### src/rtl/sigma_tile_sched_if.sv
// Handshake bundle between the SIGMA tile scheduler, the tile fetch front-end
// and the control generator / distribution network.
interface sigma_tile_sched_if #(
    parameter int LOG2_PES         = 5,
    parameter int LOG2_W_BUFF_SIZE = 6,
    parameter int LOG2_I_COL_SIZE  = 3
);
    logic                                   tile_valid;
    logic                                   tile_ready;
    logic [LOG2_W_BUFF_SIZE:0]              tile_w_nnz;
    logic [LOG2_I_COL_SIZE:0]               tile_i_cols;
    logic                                   tile_last;
    logic                                   load_en;
    logic [LOG2_W_BUFF_SIZE-LOG2_PES-1:0]   fold_idx;
    logic [LOG2_PES:0]                      fold_nnz;
    logic                                   col_valid;
    logic                                   col_ready;
    logic [LOG2_I_COL_SIZE-1:0]             col_idx;
    logic                                   done_computing_one_tile;
    logic                                   tile_done;
    logic                                   all_done;
    logic                                   busy;
    logic [15:0]                            stall_cnt;

    modport master (
        input  tile_valid, tile_w_nnz, tile_i_cols, tile_last,
               col_ready, done_computing_one_tile,
        output tile_ready, load_en, fold_idx, fold_nnz, col_valid, col_idx,
               tile_done, all_done, busy, stall_cnt
    );

    modport slave (
        output tile_valid, tile_w_nnz, tile_i_cols, tile_last,
               col_ready, done_computing_one_tile,
        input  tile_ready, load_en, fold_idx, fold_nnz, col_valid, col_idx,
               tile_done, all_done, busy, stall_cnt
    );
endinterface

### src/rtl/sigma_tile_sched.sv
// SIGMA tile scheduler: accepts one descriptor, then sequences stationary load,
// column streaming and reduction drain per fold of NUM_PES non-zeros.
module sigma_tile_sched #(
    parameter int NUM_PES          = 32,
    parameter int LOG2_PES         = 5,
    parameter int W_BUFF_SIZE      = 64,
    parameter int LOG2_W_BUFF_SIZE = 6,
    parameter int I_COL_SIZE       = 8,
    parameter int LOG2_I_COL_SIZE  = 3,
    parameter int LOAD_LAT         = 1
) (
    input  logic                clk,
    input  logic                rst,
    sigma_tile_sched_if.master  sched_io
);
    localparam int FW = LOG2_W_BUFF_SIZE - LOG2_PES;
    localparam int NW = LOG2_W_BUFF_SIZE + 1;
    localparam int CW = LOG2_I_COL_SIZE + 1;

    localparam logic [NW-1:0]       W_MAX    = NW'(W_BUFF_SIZE);
    localparam logic [CW-1:0]       C_MAX    = CW'(I_COL_SIZE);
    localparam logic [NW-1:0]       PES_N    = NW'(NUM_PES);
    localparam logic [NW-1:0]       PES_M1   = NW'(NUM_PES - 1);
    localparam logic [LOG2_PES:0]   PES_CAP  = (LOG2_PES+1)'(NUM_PES);
    localparam logic [2:0]          LAT_LAST = 3'(LOAD_LAT - 1);

    localparam logic [2:0] S_IDLE   = 3'd0;
    localparam logic [2:0] S_LOAD   = 3'd1;
    localparam logic [2:0] S_LWAIT  = 3'd2;
    localparam logic [2:0] S_STREAM = 3'd3;
    localparam logic [2:0] S_DRAIN  = 3'd4;
    localparam logic [2:0] S_DONE   = 3'd5;

    logic [2:0]                 state_q, state_d;
    logic [NW-1:0]              nnz_q, nnz_d;
    logic [CW-1:0]              cols_q, cols_d;
    logic                       last_q, last_d;
    logic [FW:0]                num_folds_q, num_folds_d;
    logic [FW-1:0]              fold_q, fold_d;
    logic [LOG2_PES:0]          fold_nnz_q, fold_nnz_d;
    logic [LOG2_I_COL_SIZE-1:0] col_idx_q, col_idx_d;
    logic [2:0]                 wait_q, wait_d;
    logic [15:0]                stall_q, stall_d;

    logic tile_ready_q, load_en_q, col_valid_q, tile_done_q, all_done_q, busy_q;

    logic [NW-1:0] nnz_in;
    logic [CW-1:0] cols_in;
    logic [FW:0]   folds_in;
    logic [NW-1:0] remaining;
    logic          col_last;
    logic          fold_last;

    // Out-of-range descriptors are clamped to the buffer capacities
    assign nnz_in    = (sched_io.tile_w_nnz > W_MAX) ? W_MAX : sched_io.tile_w_nnz;
    assign cols_in   = (sched_io.tile_i_cols > C_MAX) ? C_MAX : sched_io.tile_i_cols;
    assign folds_in  = (FW+1)'((nnz_in + PES_M1) >> LOG2_PES);
    assign col_last  = (({1'b0, col_idx_q} + CW'(1)) == cols_q);
    assign fold_last = (({1'b0, fold_q} + (FW+1)'(1)) == num_folds_q);

    always_comb begin
        state_d     = state_q;
        nnz_d       = nnz_q;
        cols_d      = cols_q;
        last_d      = last_q;
        num_folds_d = num_folds_q;
        fold_d      = fold_q;
        col_idx_d   = col_idx_q;
        wait_d      = wait_q;
        case (state_q)
            S_IDLE: begin
                if (sched_io.tile_valid && tile_ready_q) begin
                    nnz_d       = nnz_in;
                    cols_d      = cols_in;
                    last_d      = sched_io.tile_last;
                    num_folds_d = folds_in;
                    if (nnz_in == '0 || cols_in == '0) begin
                        state_d = S_DONE;
                    end else begin
                        fold_d  = '0;
                        state_d = S_LOAD;
                    end
                end
            end
            S_LOAD: begin
                col_idx_d = '0;
                wait_d    = '0;
                state_d   = (LOAD_LAT > 0) ? S_LWAIT : S_STREAM;
            end
            S_LWAIT: begin
                if (wait_q == LAT_LAST) state_d = S_STREAM;
                else                    wait_d  = wait_q + 3'd1;
            end
            S_STREAM: begin
                if (sched_io.col_ready) begin
                    if (col_last) state_d   = S_DRAIN;
                    else          col_idx_d = col_idx_q + LOG2_I_COL_SIZE'(1);
                end
            end
            S_DRAIN: begin
                if (sched_io.done_computing_one_tile) begin
                    if (fold_last) begin
                        state_d = S_DONE;
                    end else begin
                        fold_d  = fold_q + FW'(1);
                        state_d = S_LOAD;
                    end
                end
            end
            S_DONE:  state_d = S_IDLE;
            default: state_d = S_IDLE;
        endcase
    end

    // Fold size is fixed on entry to LOAD and then held through DRAIN
    always_comb begin
        remaining  = nnz_d - {1'b0, fold_d, {LOG2_PES{1'b0}}};
        fold_nnz_d = fold_nnz_q;
        if (state_d == S_LOAD)
            fold_nnz_d = (remaining > PES_N) ? PES_CAP : remaining[LOG2_PES:0];
    end

    assign stall_d = (col_valid_q && !sched_io.col_ready && stall_q != 16'hFFFF)
                     ? stall_q + 16'd1 : stall_q;

    always_ff @(posedge clk) begin
        if (rst) begin
            state_q      <= S_IDLE;
            nnz_q        <= '0;
            cols_q       <= '0;
            last_q       <= 1'b0;
            num_folds_q  <= '0;
            fold_q       <= '0;
            fold_nnz_q   <= '0;
            col_idx_q    <= '0;
            wait_q       <= '0;
            stall_q      <= '0;
            tile_ready_q <= 1'b1;
            load_en_q    <= 1'b0;
            col_valid_q  <= 1'b0;
            tile_done_q  <= 1'b0;
            all_done_q   <= 1'b0;
            busy_q       <= 1'b0;
        end else begin
            state_q      <= state_d;
            nnz_q        <= nnz_d;
            cols_q       <= cols_d;
            last_q       <= last_d;
            num_folds_q  <= num_folds_d;
            fold_q       <= fold_d;
            fold_nnz_q   <= fold_nnz_d;
            col_idx_q    <= col_idx_d;
            wait_q       <= wait_d;
            stall_q      <= stall_d;
            tile_ready_q <= (state_d == S_IDLE);
            load_en_q    <= (state_d == S_LOAD);
            col_valid_q  <= (state_d == S_STREAM);
            tile_done_q  <= (state_d == S_DONE);
            all_done_q   <= (state_d == S_DONE) && last_d;
            busy_q       <= (state_d != S_IDLE);
        end
    end

    assign sched_io.tile_ready = tile_ready_q;
    assign sched_io.load_en    = load_en_q;
    assign sched_io.fold_idx   = fold_q;
    assign sched_io.fold_nnz   = fold_nnz_q;
    assign sched_io.col_valid  = col_valid_q;
    assign sched_io.col_idx    = col_idx_q;
    assign sched_io.tile_done  = tile_done_q;
    assign sched_io.all_done   = all_done_q;
    assign sched_io.busy       = busy_q;
    assign sched_io.stall_cnt  = stall_q;
endmodule
### src/flat_wrapper.sv
// flat-port wrapper written by rule: the top's interface ports become plain ports
module sigma_tile_sched_flat 
#(
    parameter int NUM_PES          = 32,
    parameter int LOG2_PES         = 5,
    parameter int W_BUFF_SIZE      = 64,
    parameter int LOG2_W_BUFF_SIZE = 6,
    parameter int I_COL_SIZE       = 8,
    parameter int LOG2_I_COL_SIZE  = 3,
    parameter int LOAD_LAT         = 1
)
  (clk, rst, sched_io_tile_valid, sched_io_tile_w_nnz, sched_io_tile_i_cols, sched_io_tile_last, sched_io_col_ready, sched_io_done_computing_one_tile, sched_io_tile_ready, sched_io_load_en, sched_io_fold_idx, sched_io_fold_nnz, sched_io_col_valid, sched_io_col_idx, sched_io_tile_done, sched_io_all_done, sched_io_busy, sched_io_stall_cnt);
  sigma_tile_sched_if #(.LOG2_PES(LOG2_PES), .LOG2_W_BUFF_SIZE(LOG2_W_BUFF_SIZE), .LOG2_I_COL_SIZE(LOG2_I_COL_SIZE)) sched_io_i ();
  input  logic clk;
  input  logic rst;
  input wire logic [$bits(sched_io_i.tile_valid)-1:0] sched_io_tile_valid;
  input wire logic [$bits(sched_io_i.tile_w_nnz)-1:0] sched_io_tile_w_nnz;
  input wire logic [$bits(sched_io_i.tile_i_cols)-1:0] sched_io_tile_i_cols;
  input wire logic [$bits(sched_io_i.tile_last)-1:0] sched_io_tile_last;
  input wire logic [$bits(sched_io_i.col_ready)-1:0] sched_io_col_ready;
  input wire logic [$bits(sched_io_i.done_computing_one_tile)-1:0] sched_io_done_computing_one_tile;
  output wire logic [$bits(sched_io_i.tile_ready)-1:0] sched_io_tile_ready;
  output wire logic [$bits(sched_io_i.load_en)-1:0] sched_io_load_en;
  output wire logic [$bits(sched_io_i.fold_idx)-1:0] sched_io_fold_idx;
  output wire logic [$bits(sched_io_i.fold_nnz)-1:0] sched_io_fold_nnz;
  output wire logic [$bits(sched_io_i.col_valid)-1:0] sched_io_col_valid;
  output wire logic [$bits(sched_io_i.col_idx)-1:0] sched_io_col_idx;
  output wire logic [$bits(sched_io_i.tile_done)-1:0] sched_io_tile_done;
  output wire logic [$bits(sched_io_i.all_done)-1:0] sched_io_all_done;
  output wire logic [$bits(sched_io_i.busy)-1:0] sched_io_busy;
  output wire logic [$bits(sched_io_i.stall_cnt)-1:0] sched_io_stall_cnt;
  assign sched_io_i.tile_valid = sched_io_tile_valid;
  assign sched_io_i.tile_w_nnz = sched_io_tile_w_nnz;
  assign sched_io_i.tile_i_cols = sched_io_tile_i_cols;
  assign sched_io_i.tile_last = sched_io_tile_last;
  assign sched_io_i.col_ready = sched_io_col_ready;
  assign sched_io_i.done_computing_one_tile = sched_io_done_computing_one_tile;
  assign sched_io_tile_ready = sched_io_i.tile_ready;
  assign sched_io_load_en = sched_io_i.load_en;
  assign sched_io_fold_idx = sched_io_i.fold_idx;
  assign sched_io_fold_nnz = sched_io_i.fold_nnz;
  assign sched_io_col_valid = sched_io_i.col_valid;
  assign sched_io_col_idx = sched_io_i.col_idx;
  assign sched_io_tile_done = sched_io_i.tile_done;
  assign sched_io_all_done = sched_io_i.all_done;
  assign sched_io_busy = sched_io_i.busy;
  assign sched_io_stall_cnt = sched_io_i.stall_cnt;
  sigma_tile_sched #(.NUM_PES(NUM_PES), .LOG2_PES(LOG2_PES), .W_BUFF_SIZE(W_BUFF_SIZE), .LOG2_W_BUFF_SIZE(LOG2_W_BUFF_SIZE), .I_COL_SIZE(I_COL_SIZE), .LOG2_I_COL_SIZE(LOG2_I_COL_SIZE), .LOAD_LAT(LOAD_LAT)) u_core (.clk(clk), .rst(rst), .sched_io(sched_io_i));
endmodule
### config.mk
export PLATFORM = sky130hd
export DESIGN_NAME = sigma_tile_sched_flat
export DESIGN_NICKNAME = d
export VERILOG_FILES = /design/src/rtl/sigma_tile_sched_if.sv /design/src/rtl/sigma_tile_sched.sv /design/src/flat_wrapper.sv
export SDC_FILE = /design/constraint.sdc
export NUM_CORES = 1
export LEC_CHECK = 0
export BUFFER_PORTS_ARGS = -buffer_cell sky130_fd_sc_hd__clkbuf_2
export CORE_UTILIZATION = 49
export CTS_BUF_LIST = sky130_fd_sc_hd__clkbuf_16
export DETAILED_ROUTE_END_ITERATION = 16
export PLACE_DENSITY = 0.74
export SYNTH_ARGS = -nofsm -noshare
export SYNTH_HDL_FRONTEND = slang
export SYNTH_SLANG_ARGS = --single-unit
### constraint.sdc
create_clock -name clk -period 3 [get_ports clk]
set_clock_uncertainty 0.2 [all_clocks]
set_input_delay 0.45 -clock clk [delete_from_list [all_inputs] [get_ports clk]]
set_output_delay 0.45 -clock clk [all_outputs]
set_load 0.02 [all_outputs]
==> results.yml, run 1 <==
route:
  viasPerCell: 5.66
  dr.pass1.iters: 4
  vias: 2359
  totalWireLength_um: 5710
  wl_per_cell_um: 13.7
  drc_errors: 0
  drtIter0Drc: 116
  ant_nets: 0
timing:
  rsz0062_at_grt: "false"
  max_freq_ghz: 0.363
  min_period_over_period_pct: 91.9
  setup_tns_ns: 0
  slew_headroom_pct: 62.3
  max_slew.worst_pin.slew_ns: 0.563
  post-route-min-period_ns: 2.76
  final_hold_viol_count: 0
  final_max_slew_viol_count: 0
  setup_viol: 0
min_path:
  hold_path.class: "input port to flip-flop"
  holdPathStages: 3
  worstHoldStart: "sched_io_tile_last"
  hold_end: "u_core.last_q"
logic_synthesis:
  yosys_warnings: 0
  synthTopCellsByArea: "dfxtp_1, a21oi_1, nor2_1"
  ys.flop_type: "dfxtp_1"
  synth_cell_type_count: 57
  syn_nets: 322
  netlist_instances: 300
  yosys.area.top_type_share_pct: 41.1
  yosys.area.top_type: "dfxtp_1"
  synth_area_per_cell_um2: 8.43
  synth_edf_count: 0
  async_flop_share_pct: 0
  syn_area_um2: 2530
  seq_area_frac_synth_pct: 41.1
  ys_seq_elements: 52
final_layout:
  mostFrequentLayoutCell: "dfxtp_1"
  fin_nets: 371
  drive_gt1_share_pct: 18.9
  syn_to_final_growth_pct: 17.9
  num_antenna_cells: 0
  layout_common_cells: "dfxtp_1, clkbuf_2, nor2_1, nand2_1, a21oi_1"
floorplanning:
  die_w_um: 73.9
  core.rowCount: 25
  design.core.area_um2: 4850
  die-area_um2: 5450
  start_util_pct: 52.2
  io_pins: 49
  dieHeight_um: 73.9
clock_tree:
  htree_levels: 2
  cts_sinks: 52
  cts.repair.resized: 0
  hold_buffers: 0
  clk-insertion-delay-late_ns: 0.29
  cts-root-buf: "clkbuf_16"
  cts_tree: "done"
  clockBufferDepth: 2
  post-cts-setup-buffers: 0
  clk_pin_slew_worst_paths_ns: 0.07
  cts_made_buffers: 5
outcome:
  outcome: "finished clean"
grt:
  use_met2_pct: 37.6
  use_met1_pct: 30.2
  grt_max_degree: 31
  grt_pass1_vias: 2169
  grt_antenna_before_repair: 0
  globalRouteTotalUtil_pct: 22.8
  grt_use_met3_pct: 3.70
  overflow: 0
  grt_busiest_layer: "met2"
  grt_pass1_wl_um: 9690
pwr:
  vdd_drop_max_mv: 0.375
  p_total_uw: 1550
  p_sw_share_pct: 27.8
  power.internal_uw: 1120
  p_switching_uw: 431
  power_density_nw_per_um2: 520
  p_leak_uw: 0.00122
  power.share.clock_pct: 35.6
  pwr-share-comb_pct: 16.4
  seqPwrFrac_pct: 48.1
setup_path:
  crit_start: "u_core.state_q[1]"
  rr_endpoint: "u_core.sched_io.fold_nnz[2]"
  cp_common_cell: "a21oi_1"
  max_stage_delay_ns: 0.38
  crit_chain: "nand4bb_1, or2_1, nor3b_1, a21oi_1, ha_1, or2_2, a2111o_1, nand2_1, nand3_1, a21oi_1"
  r2r-start: "u_core.state_q[1]"
  cp.required_ns: 3.02
  arrival_ns: 2.78
  cp_slowest_cell: "dfxtp_1"
  reg2reg_slack_ns: 0.24
  crit_type: "flip-flop to flip-flop"
  cp-end-kind: "flip-flop"
  r2r_cells: 10
  path_max_fanout: 8
  cp-start-kind: "flip-flop"
placement:
  hpwlAfterDp_um: 4220
  io_buffers: 48
  routabilityCongestion: 0.845
flow_run:
  maxCapViolCount: 0
-- sequential cells by signal, summed over array words and instances, names as in the netlist --
signal,count
u_core.sched_io.stall_cnt,16
u_core.num_folds_q,2
u_core.sched_io.all_done,1
u_core.sched_io.fold_idx,1
u_core.nnz_q,7
u_core.sched_io.tile_ready,1
u_core.sched_io.load_en,1
u_core.last_q,1
u_core.wait_q,3
u_core.sched_io.col_idx,3
u_core.sched_io.col_valid,1
u_core.sched_io.tile_done,1
u_core.state_q,3
u_core.cols_q,4
u_core.sched_io.fold_nnz,6
u_core.sched_io.busy,1
-- worst max-delay path: cells and delay by family, from the launching register on --
family | cells | cell delay [ns]
DFF | 1 | 0.38
adders and majority gates | 1 | 0.27
AOI/OAI and AO/OA | 3 | 0.60
and+or+nand+nor | 6 | 1.22
-- layer usage --
metal / wire [µm] / vias up
met4: 65 / 0
met5: 0 / -
met2: 2610 / 62
li1: - / 1200
met3: 257 / 8
met1: 2780 / 1089
-- power groups by stage --
stage,Combinational [µW],Clock (µW),Sequential [µW]
after floorplan,166,0,773
after global placement,249,0,760
after detailed placement,251,0,761
after CTS,253,554,745
after global routing,281,583,749
final,254,552,745
-- Yosys cell counts, types with 7 or more instances --
library cell   n
o21ai_0       20
nand2_1       25
nor3_1         7
clkbuf_1       9
nand2b_1       7
nand3_1       10
nor2_1        31
dfxtp_1       52
inv_1          7
xor2_1        12
a21oi_1       24
-- worst max-delay path by stage --
stage / endpoint / slack (ns) / cells after the start
2_1_floorplan: u_core.sched_io.fold_nnz[4] / 0.09 / 13
3_3_place_gp: u_core.sched_io.fold_nnz[1] / 0.15 / 12
3_5_place_dp: u_core.sched_io.fold_nnz[3] / 0.08 / 12
4_1_cts: u_core.sched_io.fold_nnz[2] / 0.25 / 10
5_1_grt: u_core.sched_io.fold_nnz[2] / 0.07 / 10
6_report: u_core.sched_io.fold_nnz[2] / 0.24 / 10
-- per-stage QoR --
step           worst slack, ns  hold slack (ns)  cells  cell area, µm²  util (%)
6_report                 0.243            0.215    417            2980      61.5
3_5_place_dp            0.0802            0.252    409            2840      58.6
4_1_cts                  0.249            0.214    417            2980      61.5
3_3_place_gp             0.145            0.247    409            2840      58.6
2_1_floorplan           0.0858            0.234    300            2530         -
5_1_grt                 0.0709            0.232    417            2980      61.5
-- layout make-up --
type                       instances  area [µm²]
timing repair buffer              54         285
tap                               67        83.8
clock buffer                       5         125
clock inverter                     3        15.0
multi-input combinational        229        1410
sequential                        52        1040
inverter                           7        26.3
fill                             444        1870
-- cell families after synthesis --
group | count (synthesis) | synth area share, %
simple gates | 130 | 27.3
compound gates | 79 | 20.5
flops | 52 | 41.1
buf+inv | 19 | 3.31
xor+xnor | 13 | 4.50
fa+ha+maj | 5 | 2.47
mux | 2 | 0.791
(Power assumes the default switching activity.)
==> inputs of run 2 (changes only) <==
--- a/config.mk
+++ b/config.mk
@@ -6,10 +6,10 @@
 export NUM_CORES = 1
 export LEC_CHECK = 0
 export BUFFER_PORTS_ARGS = -buffer_cell sky130_fd_sc_hd__clkbuf_2
-export CORE_UTILIZATION = 49
+export CORE_UTILIZATION = 59
 export CTS_BUF_LIST = sky130_fd_sc_hd__clkbuf_16
 export DETAILED_ROUTE_END_ITERATION = 16
-export PLACE_DENSITY = 0.74
+export PLACE_DENSITY = 0.83
 export SYNTH_ARGS = -nofsm -noshare
 export SYNTH_HDL_FRONTEND = slang
 export SYNTH_SLANG_ARGS = --single-unit
==> constraint.sdc (replaced) <==
create_clock -name clk -period 3.3 [get_ports clk]
set_clock_uncertainty 0.2 [all_clocks]
set_input_delay 0.495 -clock clk [delete_from_list [all_inputs] [get_ports clk]]
set_output_delay 0.495 -clock clk [all_outputs]
set_load 0.02 [all_outputs]
==> run 2 against run 1 <==
Against the previous run: hold slack improved by 0.041 ns; first-iteration DRC count increased by 16%; non-clock buffer count decreased by 2; core utilization increased by 11 points; critical path type unchanged; critical endpoint is now u_core.sched_io.fold_nnz[4]; highest routed layer unchanged.
==> results.yml, run 2 (synthesis results as in run 1) <==
route:
  ant_nets: 0
  drtIter0Drc: 135
  totalWireLength_um: 5730
  vias: 2375
  dr.pass1.iters: 4
  drc_errors: 0
  wl_per_cell_um: 14.4
  viasPerCell: 5.97
final_layout:
  final_util_pct: 72.8
  mostFrequentLayoutCell: "dfxtp_1"
  drive_gt1_share_pct: 19.0
  syn_to_final_growth_pct: 16.7
  fin_nets: 369
  largest_reg_flops: 16
  num_antenna_cells: 0
  finalNonFillerCells: 398
  layout_common_cells: "dfxtp_1, clkbuf_2, nor2_1, nand2_1, a21oi_1"
  final_area_um2: 2950
min_path:
  hold_path.class: "flip-flop to flip-flop"
  worstHoldStart: "u_core.sched_io.fold_nnz[2]"
grt:
  grt_pass1_vias: 2107
  overflow: 0
  grt_max_degree: 23
  globalRouteTotalUtil_pct: 27.6
  grt_antenna_before_repair: 0
  grt_pass1_wl_um: 9450
clock_tree:
  clk_pin_slew_worst_paths_ns: 0.07
  hold_buffers: 0
  cts_made_buffers: 5
  clk-insertion-delay-late_ns: 0.29
  cts-root-buf: "clkbuf_16"
  cts.repair.resized: 0
  cts_sinks: 52
  htree_levels: 2
  cts_tree: "done"
  clockBufferDepth: 2
  post-cts-setup-buffers: 0
timing:
  max_slew.worst_pin.slew_ns: 0.562
  min_period_over_period_pct: 87.1
  timing.hold.ws_ns: 0.257
  rsz0062_at_grt: "false"
  slew_headroom_pct: 62.4
  post-route-min-period_ns: 2.88
  setup_tns_ns: 0
  final_hold_viol_count: 0
  final_max_slew_viol_count: 0
  setup_viol: 0
  max_freq_ghz: 0.348
setup_path:
  cp-end-kind: "flip-flop"
  crit_type: "flip-flop to flip-flop"
  cp.required_ns: 3.33
  crit_start: "u_core.state_q[0]"
  arrival_ns: 2.90
  r2r-start: "u_core.state_q[0]"
  cp-start-kind: "flip-flop"
  path_max_fanout: 18
placement:
  place_inst: 390
  hpwlAfterDp_um: 4100
  routabilityCongestion: 0.919
  io_buffers: 48
  placed_cell_area_um2: 2810
pwr:
  p_sw_share_pct: 28.3
  p_leak_uw: 0.00122
  seqPwrFrac_pct: 47.9
  power.share.clock_pct: 36.4
  power_density_nw_per_um2: 483
  pwr-share-comb_pct: 15.6
  vdd_drop_max_mv: 0.321
  p_switching_uw: 405
  power.internal_uw: 1020
floorplanning:
  dieHeight_um: 67.5
  die_w_um: 67.5
  die-area_um2: 4550
  core.rowCount: 23
  design.core.area_um2: 4060
  start_util_pct: 62.3
  io_pins: 49
outcome:
  outcome: "finished clean"
flow_run:
  maxCapViolCount: 0
run 2: cell types whose count changed in the layout (fill, tap and decap cells not counted):
| cell | previous run | this run |
|---|---|---|
| buf_4 | 6 | 4 |
| clkinv_1 | 1 | 0 |
| clkinv_2 | 0 | 1 |
| clkinv_4 | 0 | 1 |
| clkinvlp_4 | 1 | 0 |
| inv_1 | 8 | 7 |
| inv_6 | 0 | 1 |
run 2: path summary, 6_finish.rpt:
check / cells after the start / slack, ns / endpoint
worst min register to register: 2 / 0.26 / u_core.sched_io.fold_nnz[2]
worst max register to register: 10 / 0.42 / u_core.sched_io.fold_nnz[4]
worst min-delay path: 2 / 0.26 / u_core.sched_io.fold_nnz[2]
worst max-delay path: 10 / 0.42 / u_core.sched_io.fold_nnz[4]
run 2: critical path, stage by stage, from the launching register on:
cell,delay (ns)
dfxtp_1,0.56
nand4bb_1,0.21
or2_1,0.15
buf_4,0.24
a21oi_1,0.13
ha_1,0.27
or2_2,0.30
a2111o_1,0.36
nand2_1,0.15
nand3_1,0.10
a21oi_1,0.14
run 2: final cells by class:
cell class              count  area [µm²]
inverters                   7        26.3
well taps                  50        62.6
flip-flops and latches     52        1040
fillers                   318        1100
clock buffers               5         125
repair buffers             52         270
clock inverters             3        22.5
multi-input cells         229        1410
run 2: power groups by stage:
stage	clock, µW	sequential (µW)	combinational (µW)
floorplan	0	703	150
global placement	0	695	216
detailed placement	0	697	220
CTS	529	683	222
global route	557	688	248
finish	520	684	223
run 2: layer usage:
metal / vias up / track usage [%] / share of wire [%] / wire length, µm
li1: 1196 / - / - / -
met2: 84 / 43.3 / 46 / 2640
met5: - / 0 / 0 / 0
met3: 12 / 6.25 / 5.6 / 319
met1: 1083 / 36.0 / 46 / 2640
met4: 0 / 11.4 / 2.3 / 129
run 2: metrics by stage:
stage | setup slack, ns | power [µW]
after CTS | 0.432 | 1430
final | 0.425 | 1430
after floorplan | 0.355 | 853
after detailed placement | 0.226 | 917
after global placement | 0.329 | 911
after global routing | 0.234 | 1490
